<file path="src/rtl/keypad_scan_fsm_if.sv">
// Keypad scanner bus: column counter handshake, keypad lines and
// the debounced key report.
interface keypad_scan_fsm_if;
    logic [1:0] encoded_cols;
    logic [3:0] rows_n;
    logic       scan_counter_en;
    logic [3:0] cols_n;
    logic [3:0] key_code;
    logic       key_valid;
    logic       key_held;

    modport master (
        input  encoded_cols,
        input  rows_n,
        output scan_counter_en,
        output cols_n,
        output key_code,
        output key_valid,
        output key_held
    );

    modport slave (
        output encoded_cols,
        output rows_n,
        input  scan_counter_en,
        input  cols_n,
        input  key_code,
        input  key_valid,
        input  key_held
    );
endinterface

</file>
<file path="src/rtl/keypad_scan_fsm.sv">
// 4x4 keypad scan control: steps the column counter, synchronizes
// rows, debounces press/release and reports one pulse per key press.
module keypad_scan_fsm #(
    parameter int SCAN_DIV        = 4800,
    parameter int DEBOUNCE_CYCLES = 960000
) (
    input logic               clk,
    input logic               reset,
    keypad_scan_fsm_if.master bus
);

    localparam int DW = $clog2(SCAN_DIV);
    localparam int BW = $clog2(DEBOUNCE_CYCLES);
    localparam logic [DW-1:0] DWELL_LAST = DW'(SCAN_DIV - 1);
    localparam logic [BW-1:0] DEB_LAST   = BW'(DEBOUNCE_CYCLES - 1);

    typedef enum logic [1:0] {
        SCAN,
        DEBOUNCE,
        HELD,
        RELEASE
    } state_t;

    state_t        state;
    state_t        state_nxt;
    logic [DW-1:0] dwell;
    logic [DW-1:0] dwell_nxt;
    logic [BW-1:0] deb;
    logic [BW-1:0] deb_nxt;
    logic [1:0]    row_idx;
    logic [1:0]    row_idx_nxt;
    logic [1:0]    col_idx;
    logic [1:0]    col_idx_nxt;
    logic [3:0]    code_q;
    logic [3:0]    code_nxt;
    logic          en_q;
    logic          en_nxt;
    logic          valid_q;
    logic          valid_nxt;
    logic [3:0]    rs1;
    logic [3:0]    rs;
    logic [1:0]    low_row;
    logic          row_low;

    // Column drive follows the counter directly, reset or not.
    assign bus.cols_n = ~(4'b0001 << bus.encoded_cols);

    assign bus.scan_counter_en = en_q;
    assign bus.key_valid       = valid_q;
    assign bus.key_code        = code_q;
    assign bus.key_held        = (state == HELD) || (state == RELEASE);

    // Only the latched row matters once a key has been picked.
    assign row_low = ~rs[row_idx];

    // Two-flop synchronizer for the asynchronous row lines.
    always_ff @(posedge clk) begin
        if (reset) begin
            rs1 <= 4'hF;
            rs  <= 4'hF;
        end else begin
            rs1 <= bus.rows_n;
            rs  <= rs1;
        end
    end

    // Lowest-numbered low row wins when several are pressed.
    always_comb begin
        low_row = 2'd3;
        priority case (1'b1)
            !rs[0]:  low_row = 2'd0;
            !rs[1]:  low_row = 2'd1;
            !rs[2]:  low_row = 2'd2;
            default: low_row = 2'd3;
        endcase
    end

    // State, counters and registered outputs.
    always_ff @(posedge clk) begin
        if (reset) begin
            state   <= SCAN;
            dwell   <= '0;
            deb     <= '0;
            row_idx <= 2'd0;
            col_idx <= 2'd0;
            code_q  <= 4'd0;
            en_q    <= 1'b0;
            valid_q <= 1'b0;
        end else begin
            state   <= state_nxt;
            dwell   <= dwell_nxt;
            deb     <= deb_nxt;
            row_idx <= row_idx_nxt;
            col_idx <= col_idx_nxt;
            code_q  <= code_nxt;
            en_q    <= en_nxt;
            valid_q <= valid_nxt;
        end
    end

    // Scan, debounce and hold/release sequencing.
    always_comb begin
        state_nxt   = state;
        dwell_nxt   = dwell;
        deb_nxt     = deb;
        row_idx_nxt = row_idx;
        col_idx_nxt = col_idx;
        code_nxt    = code_q;
        en_nxt      = 1'b0;
        valid_nxt   = 1'b0;
        unique case (state)
            SCAN: begin
                if (dwell == DWELL_LAST) begin
                    dwell_nxt = '0;
                    if (rs == 4'hF) begin
                        en_nxt = 1'b1;
                    end else begin
                        row_idx_nxt = low_row;
                        col_idx_nxt = bus.encoded_cols;
                        deb_nxt     = '0;
                        state_nxt   = DEBOUNCE;
                    end
                end else begin
                    dwell_nxt = dwell + 1'b1;
                end
            end
            DEBOUNCE: begin
                if (!row_low) begin
                    dwell_nxt = '0;
                    state_nxt = SCAN;
                end else if (deb == DEB_LAST) begin
                    code_nxt  = {row_idx, col_idx};
                    valid_nxt = 1'b1;
                    state_nxt = HELD;
                end else begin
                    deb_nxt = deb + 1'b1;
                end
            end
            HELD: begin
                if (!row_low) begin
                    deb_nxt   = '0;
                    state_nxt = RELEASE;
                end
            end
            RELEASE: begin
                if (row_low) begin
                    state_nxt = HELD;
                end else if (deb == DEB_LAST) begin
                    dwell_nxt = '0;
                    state_nxt = SCAN;
                end else begin
                    deb_nxt = deb + 1'b1;
                end
            end
            default: begin
                state_nxt = SCAN;
            end
        endcase
    end

endmodule

</file>
<file path="src/flat_wrapper.sv">
// flat-port wrapper written by rule: the top's interface ports become plain ports
module keypad_scan_fsm_flat 
#(
    parameter int SCAN_DIV        = 4800,
    parameter int DEBOUNCE_CYCLES = 960000
)
  (clk, reset, bus_encoded_cols, bus_rows_n, bus_scan_counter_en, bus_cols_n, bus_key_code, bus_key_valid, bus_key_held);
  keypad_scan_fsm_if bus_i ();
  input logic clk;
  input logic reset;
  input wire logic [$bits(bus_i.encoded_cols)-1:0] bus_encoded_cols;
  input wire logic [$bits(bus_i.rows_n)-1:0] bus_rows_n;
  output wire logic [$bits(bus_i.scan_counter_en)-1:0] bus_scan_counter_en;
  output wire logic [$bits(bus_i.cols_n)-1:0] bus_cols_n;
  output wire logic [$bits(bus_i.key_code)-1:0] bus_key_code;
  output wire logic [$bits(bus_i.key_valid)-1:0] bus_key_valid;
  output wire logic [$bits(bus_i.key_held)-1:0] bus_key_held;
  assign bus_i.encoded_cols = bus_encoded_cols;
  assign bus_i.rows_n = bus_rows_n;
  assign bus_scan_counter_en = bus_i.scan_counter_en;
  assign bus_cols_n = bus_i.cols_n;
  assign bus_key_code = bus_i.key_code;
  assign bus_key_valid = bus_i.key_valid;
  assign bus_key_held = bus_i.key_held;
  keypad_scan_fsm #(.SCAN_DIV(SCAN_DIV), .DEBOUNCE_CYCLES(DEBOUNCE_CYCLES)) u_core (.clk(clk), .reset(reset), .bus(bus_i));
endmodule
</file>
<file path="config.mk">
export PLATFORM = sky130hd
export DESIGN_NAME = keypad_scan_fsm_flat
export DESIGN_NICKNAME = d
export VERILOG_FILES = /design/src/rtl/keypad_scan_fsm_if.sv /design/src/rtl/keypad_scan_fsm.sv /design/src/flat_wrapper.sv
export SDC_FILE = /design/constraint.sdc
export NUM_CORES = 1
export LEC_CHECK = 0
export BUFFER_PORTS_ARGS = -buffer_cell sky130_fd_sc_hd__buf_2
export CAP_MARGIN = 20
export CORE_UTILIZATION = 42
export DETAILED_ROUTE_END_ITERATION = 6
export PLACE_DENSITY = 0.67
export SLEW_MARGIN = 20
export SYNTH_ARGS = -nofsm -noshare
export SYNTH_HDL_FRONTEND = slang
export SYNTH_SLANG_ARGS = --single-unit
</file>
<file path="constraint.sdc">
create_clock -name clk -period 6.7 [get_ports clk]
set_clock_uncertainty 0.2 [all_clocks]
set_input_delay 1.34 -clock clk [delete_from_list [all_inputs] [get_ports clk]]
set_output_delay 1.34 -clock clk [all_outputs]
set_load 0.01 [all_outputs]
</file>
### After elaboration in Yosys (flattened, before gate mapping)

Index checks and enable logic that the tools add are counted.

| cells by class | value |
|---|---|
| div/mod/pow operators | 0 |
| equal/unequal tests | 15 |
| multiplexer cells | 27 |
| multiply operators | 0 |
| reductions and logical operators | 10 |
| bitwise logic cells | 6 |
| shift operators | 1 |
| $add $sub $neg | 2 |
| order comparisons | 1 |

Operator list:

| operator | count |
|---|---|
| 20-bit two-way mux | 6 |
| 20-bit one-hot mux with 4 select lines | 1 |
| 13-bit two-way mux | 4 |
| 13-bit one-hot mux with 3 select lines | 1 |
| 20-bit by 1-bit adder with 20-bit output (second input constant) | 1 |
| 20-bit == test (second input constant) | 1 |
| 2-bit two-way mux | 9 |
| 13-bit by 1-bit adder with 13-bit output (second input constant) | 1 |
| 13-bit == test (second input constant) | 1 |
| 2-bit inequality test (second input constant) | 5 |
| 5-bit AND reduction | 2 |
| 2-bit one-hot mux with 4 select lines | 1 |
| 3-bit AND reduction | 2 |
| 3-bit OR reduction | 2 |
| 1-bit NOT | 5 |
| 2-bit == test (second input constant) | 2 |
| 4-bit == test (second input constant) | 1 |
| 1-bit two-way mux | 4 |
| 2-bit by 1-bit inequality test with 1-bit output (second input constant) | 2 |
| 4-bit NOT | 1 |
| 4-bit AND reduction | 1 |
| 1-bit by 2-bit left shift with 4-bit output (first input constant) | 1 |
| 2-bit by 3-bit < comparator with 1-bit output (second input constant) | 1 |
| 3-bit by 1-bit inequality test with 1-bit output (second input constant) | 1 |
| other kinds (6) | 6 |

| storage, ports and cells | value |
|---|---|
| flip-flop bits (word level) | 53 |
| memory bits (writable) | 0 |
| ROM bits | 0 |
| latch bits | 0 |
| output and inout port bits | 11 |
| memories kept | 0 |

### Logic depth before layout (Yosys ltp)

| depth | value |
|---|---|
| depth after elaboration | 4 |
| depth in mapped cells | 8 |
| gate-level depth less buffers | 7 |

### Least setup slack after synthesis

Ideal clock, no wire load.

| path | value |
|---|---|
| path kind | in2out |
| start point | in bus_encoded_cols[1] |
| end point | out bus_cols_n[0] |
| data arrival time | 1.646 ns |
| stages | 1 |
| setup slack | 3.514 ns |
| cell sequence | or2_2 |

| on the way | value |
|---|---|
| cells in the longest elaborated chain, start to end | 2 |

RTL lines:

| element | line | text |
|---|---|---|
| from (decl) | flat_wrapper.sv:11 | `input wire logic [$bits(bus_i.encoded_cols)-1:0] bus_encoded_cols;` |
| 1-bit by 2-bit left shift with 4-bit output | keypad_scan_fsm.sv:46 | `assign bus.cols_n = ~(4'b0001 << bus.encoded_cols);` |
| 4-bit NOT | keypad_scan_fsm.sv:46 |  |
| to (decl) | flat_wrapper.sv:14 | `output wire logic [$bits(bus_i.cols_n)-1:0] bus_cols_n;` |

No other way between the ends.

### Worst setup path in the final report

Same ends and word-level chain as after synthesis.

==> impl_metrics.py <==
metrics = {
    "outcome": {
        "status": "finished clean",
    },
    "timing": {
        "layout_min_cycle_time_ps": 3420,
        "setup_viol": 0,
        "max_freq_mhz": 292,
        "tightestPinTransition_ps": 677,
        "slew_headroom_pct": 54.5,
        "finalSetupTns_ps": 0,
        "whs_ps": 214,
        "rsz0062_at_grt": "false",
        "hold_viol_final": 0,
        "finalCritPeriodShare_pct": 51.0,
        "slew_viol_final": 0,
    },
    "grt": {
        "grt_overflow": 0,
        "grt_max_degree": 25,
        "antenna_found_initial": 0,
        "grt_use_total_pct": 17.0,
        "grt_pass1_wl_um": 8610,
        "grt_pass1_vias": 1901,
    },
    "synthesis": {
        "synth-seq-cells": 53,
        "yosysTopAreaCell": "dfxtp_1",
        "async_reset_ff_share_pct": 0,
        "synth_area_leaders": "dfxtp_1, nor2_1, xor2_1",
        "synth_nets": 310,
        "synth-main-ff-cell": "dfxtp_1",
        "synthesis.area_um2": 2620,
        "yosys.cell_types.count": 51,
        "synth_cells": 300,
        "synth_enable_flop_cells": 0,
        "synth.avg_cell_area_um2": 8.75,
        "yosys_warnings": 0,
        "yosysTopAreaCellShare_pct": 40.4,
        "yosysSeqAreaShare_pct": 40.4,
    },
    "final_layout": {
        "ff_latch_area_um2": 1060,
        "most-common-layout-cells": "dfxtp_1, nor2_1, nand2_1",
        "multi_input_area_um2": 1490,
        "area_delta_synth_final_pct": 8.15,
        "diodes": 0,
        "instances_no_fill": 390,
        "drive_gt1_share_pct": 16.5,
        "mostFrequentLayoutCell": "dfxtp_1",
        "fill_cells": 567,
        "num-nets-final": 324,
    },
    "clocking": {
        "clk_pin_slew_ps": 90,
        "hold_buffers": 0,
        "cts_sinks": 53,
        "cts_setup_buffers": 0,
        "htree_levels": 2,
        "ctsRootBufferMaster": "clkbuf_8",
        "cts_inserted_buffers": 5,
        "cts_buffer_depth": 2,
        "clk_latency_ps": 310,
        "cts_resized": 0,
        "tritoncts": "yes",
    },
    "power_and_ir_drop": {
        "ir_worst_vdd_mv": 0.137,
        "p_per_area_nw_per_um2": 185,
        "p_total_uw": 525,
        "power.leakage_uw": 0.000959,
    },
    "die": {
        "dieArea_um2": 6570,
        "start_util_pct": 43.8,
        "dieWidth_um": 81.0,
        "ioPinCount": 19,
        "rows": 28,
        "chipHeight_um": 81.0,
        "core_um2": 5990,
    },
    "routing": {
        "drc": 0,
        "drt-total-wl_um": 4880,
        "dr.pass1.iters": 4,
        "wl_per_cell_um": 12.5,
        "viasPerCell": 5.36,
        "first_iter_violations": 81,
        "via_count": 2089,
        "drtAntennaViolNets": 0,
    },
    "place": {
        "gp_congestion": 0.796,
        "port_buffers": 18,
        "dp_cells": 382,
        "dp_hpwl_um": 3540,
    },
    "hold_path": {
        "hp-class": "reg -> reg",
    },
    "setup_path": {
        "critPathArrivalTime_ps": 1880,
        "critPathMaxFanout": 5,
        "end_kind": "output pin",
        "worst_ep_required_time_ps": 5160,
        "crit_type": "in -> out",
        "worstSetupStartpointType": "input pin",
    },
    "run": {
        "drv_cap": 0,
    },
}
kinds of logic after synthesis:
group                      after synthesis  synth area share, %
AOI/OAI and AO/OA                       39                 8.73
xor gates and xnor gates                17                 5.67
adders and majority gates                2                0.954
buffers and inverters                   14                 2.62
DFF                                     53                 40.4
muxes                                    9                 3.91
and+or+nand+nor                        166                 37.7
final cells by class:
cell class / instances / share of cell area [%]
inverters: 3 / 0.397
clock buffers: 6 / 2.56
well taps: 75 / 3.31
repair buffers: 18 / 3.17
multi-input cells: 233 / 52.6
flip-flops and latches: 53 / 37.4
clock inverters: 2 / 0.529
cell usage after synthesis, drive strengths merged (8+ instances only):
| cell type | count |
|---|---|
| a21oi | 21 |
| dfxtp | 53 |
| mux2i | 8 |
| nand2 | 28 |
| nand3 | 22 |
| nand4 | 12 |
| nor2 | 35 |
| nor3 | 10 |
| o21ai | 13 |
| or2 | 10 |
| or3 | 13 |
| xor2 | 13 |
worst paths after layout:
path / cells past startpoint / slack (ps) / startpoint / to
setup / recovery: 3 / 3280 / bus_encoded_cols[1] / bus_cols_n[0]
hold / removal: 1 / 210 / u_core.rs1[3] / u_core.rs[3]
setup reg to reg: 6 / 3970 / u_core.dwell[0] / u_core.deb[8]
hold reg to reg: 1 / 210 / u_core.rs1[3] / u_core.rs[3]
worst max-delay path, cell delays in order:
cell   delay, ps
buf_2        120
or2_2        280
buf_2        140
routing by layer:
| layer | track usage [%] | part of all wire (%) | vias up | routed length (um) |
|---|---|---|---|---|
| li1 | - | - | 1093 | - |
| met5 | 0 | 0 | - | 0 |
| met2 | 26.8 | 44 | 40 | 2150 |
| met1 | 21.7 | 50 | 945 | 2420 |
| met4 | 7.14 | 2.2 | 0 | 108 |
| met3 | 4.72 | 4.2 | 11 | 203 |
state kept, by name, summed over array words and instances (netlist names), named ones only:
register,cells
u_core.bus.key_code,4
u_core.col_idx,2
u_core.row_idx,2
u_core.deb,20
u_core.rs1,4
u_core.dwell,13
u_core.bus.key_valid,1
u_core.state,1
u_core.rs,4
u_core.bus.scan_counter_en,1
per-stage QoR:
stage	util, %	worst slack (ps)	cell area, um2
after floorplan	-	3510	2620
after global placement	45.9	3290	2750
after detailed placement	45.9	3280	2750
after CTS	47.4	3280	2840
after global routing	47.4	3270	2840
final	47.4	3280	2840
power by group:
part	total, uW	leakage (uW)	switching, uW	internal [uW]
Sequential	324	0.000429	4.77	320
Clock	179	0.0000374	105	73.8
Combinational	21.2	0.000492	12.1	9.09
Note: power is estimated with default switching activity, not from simulation.
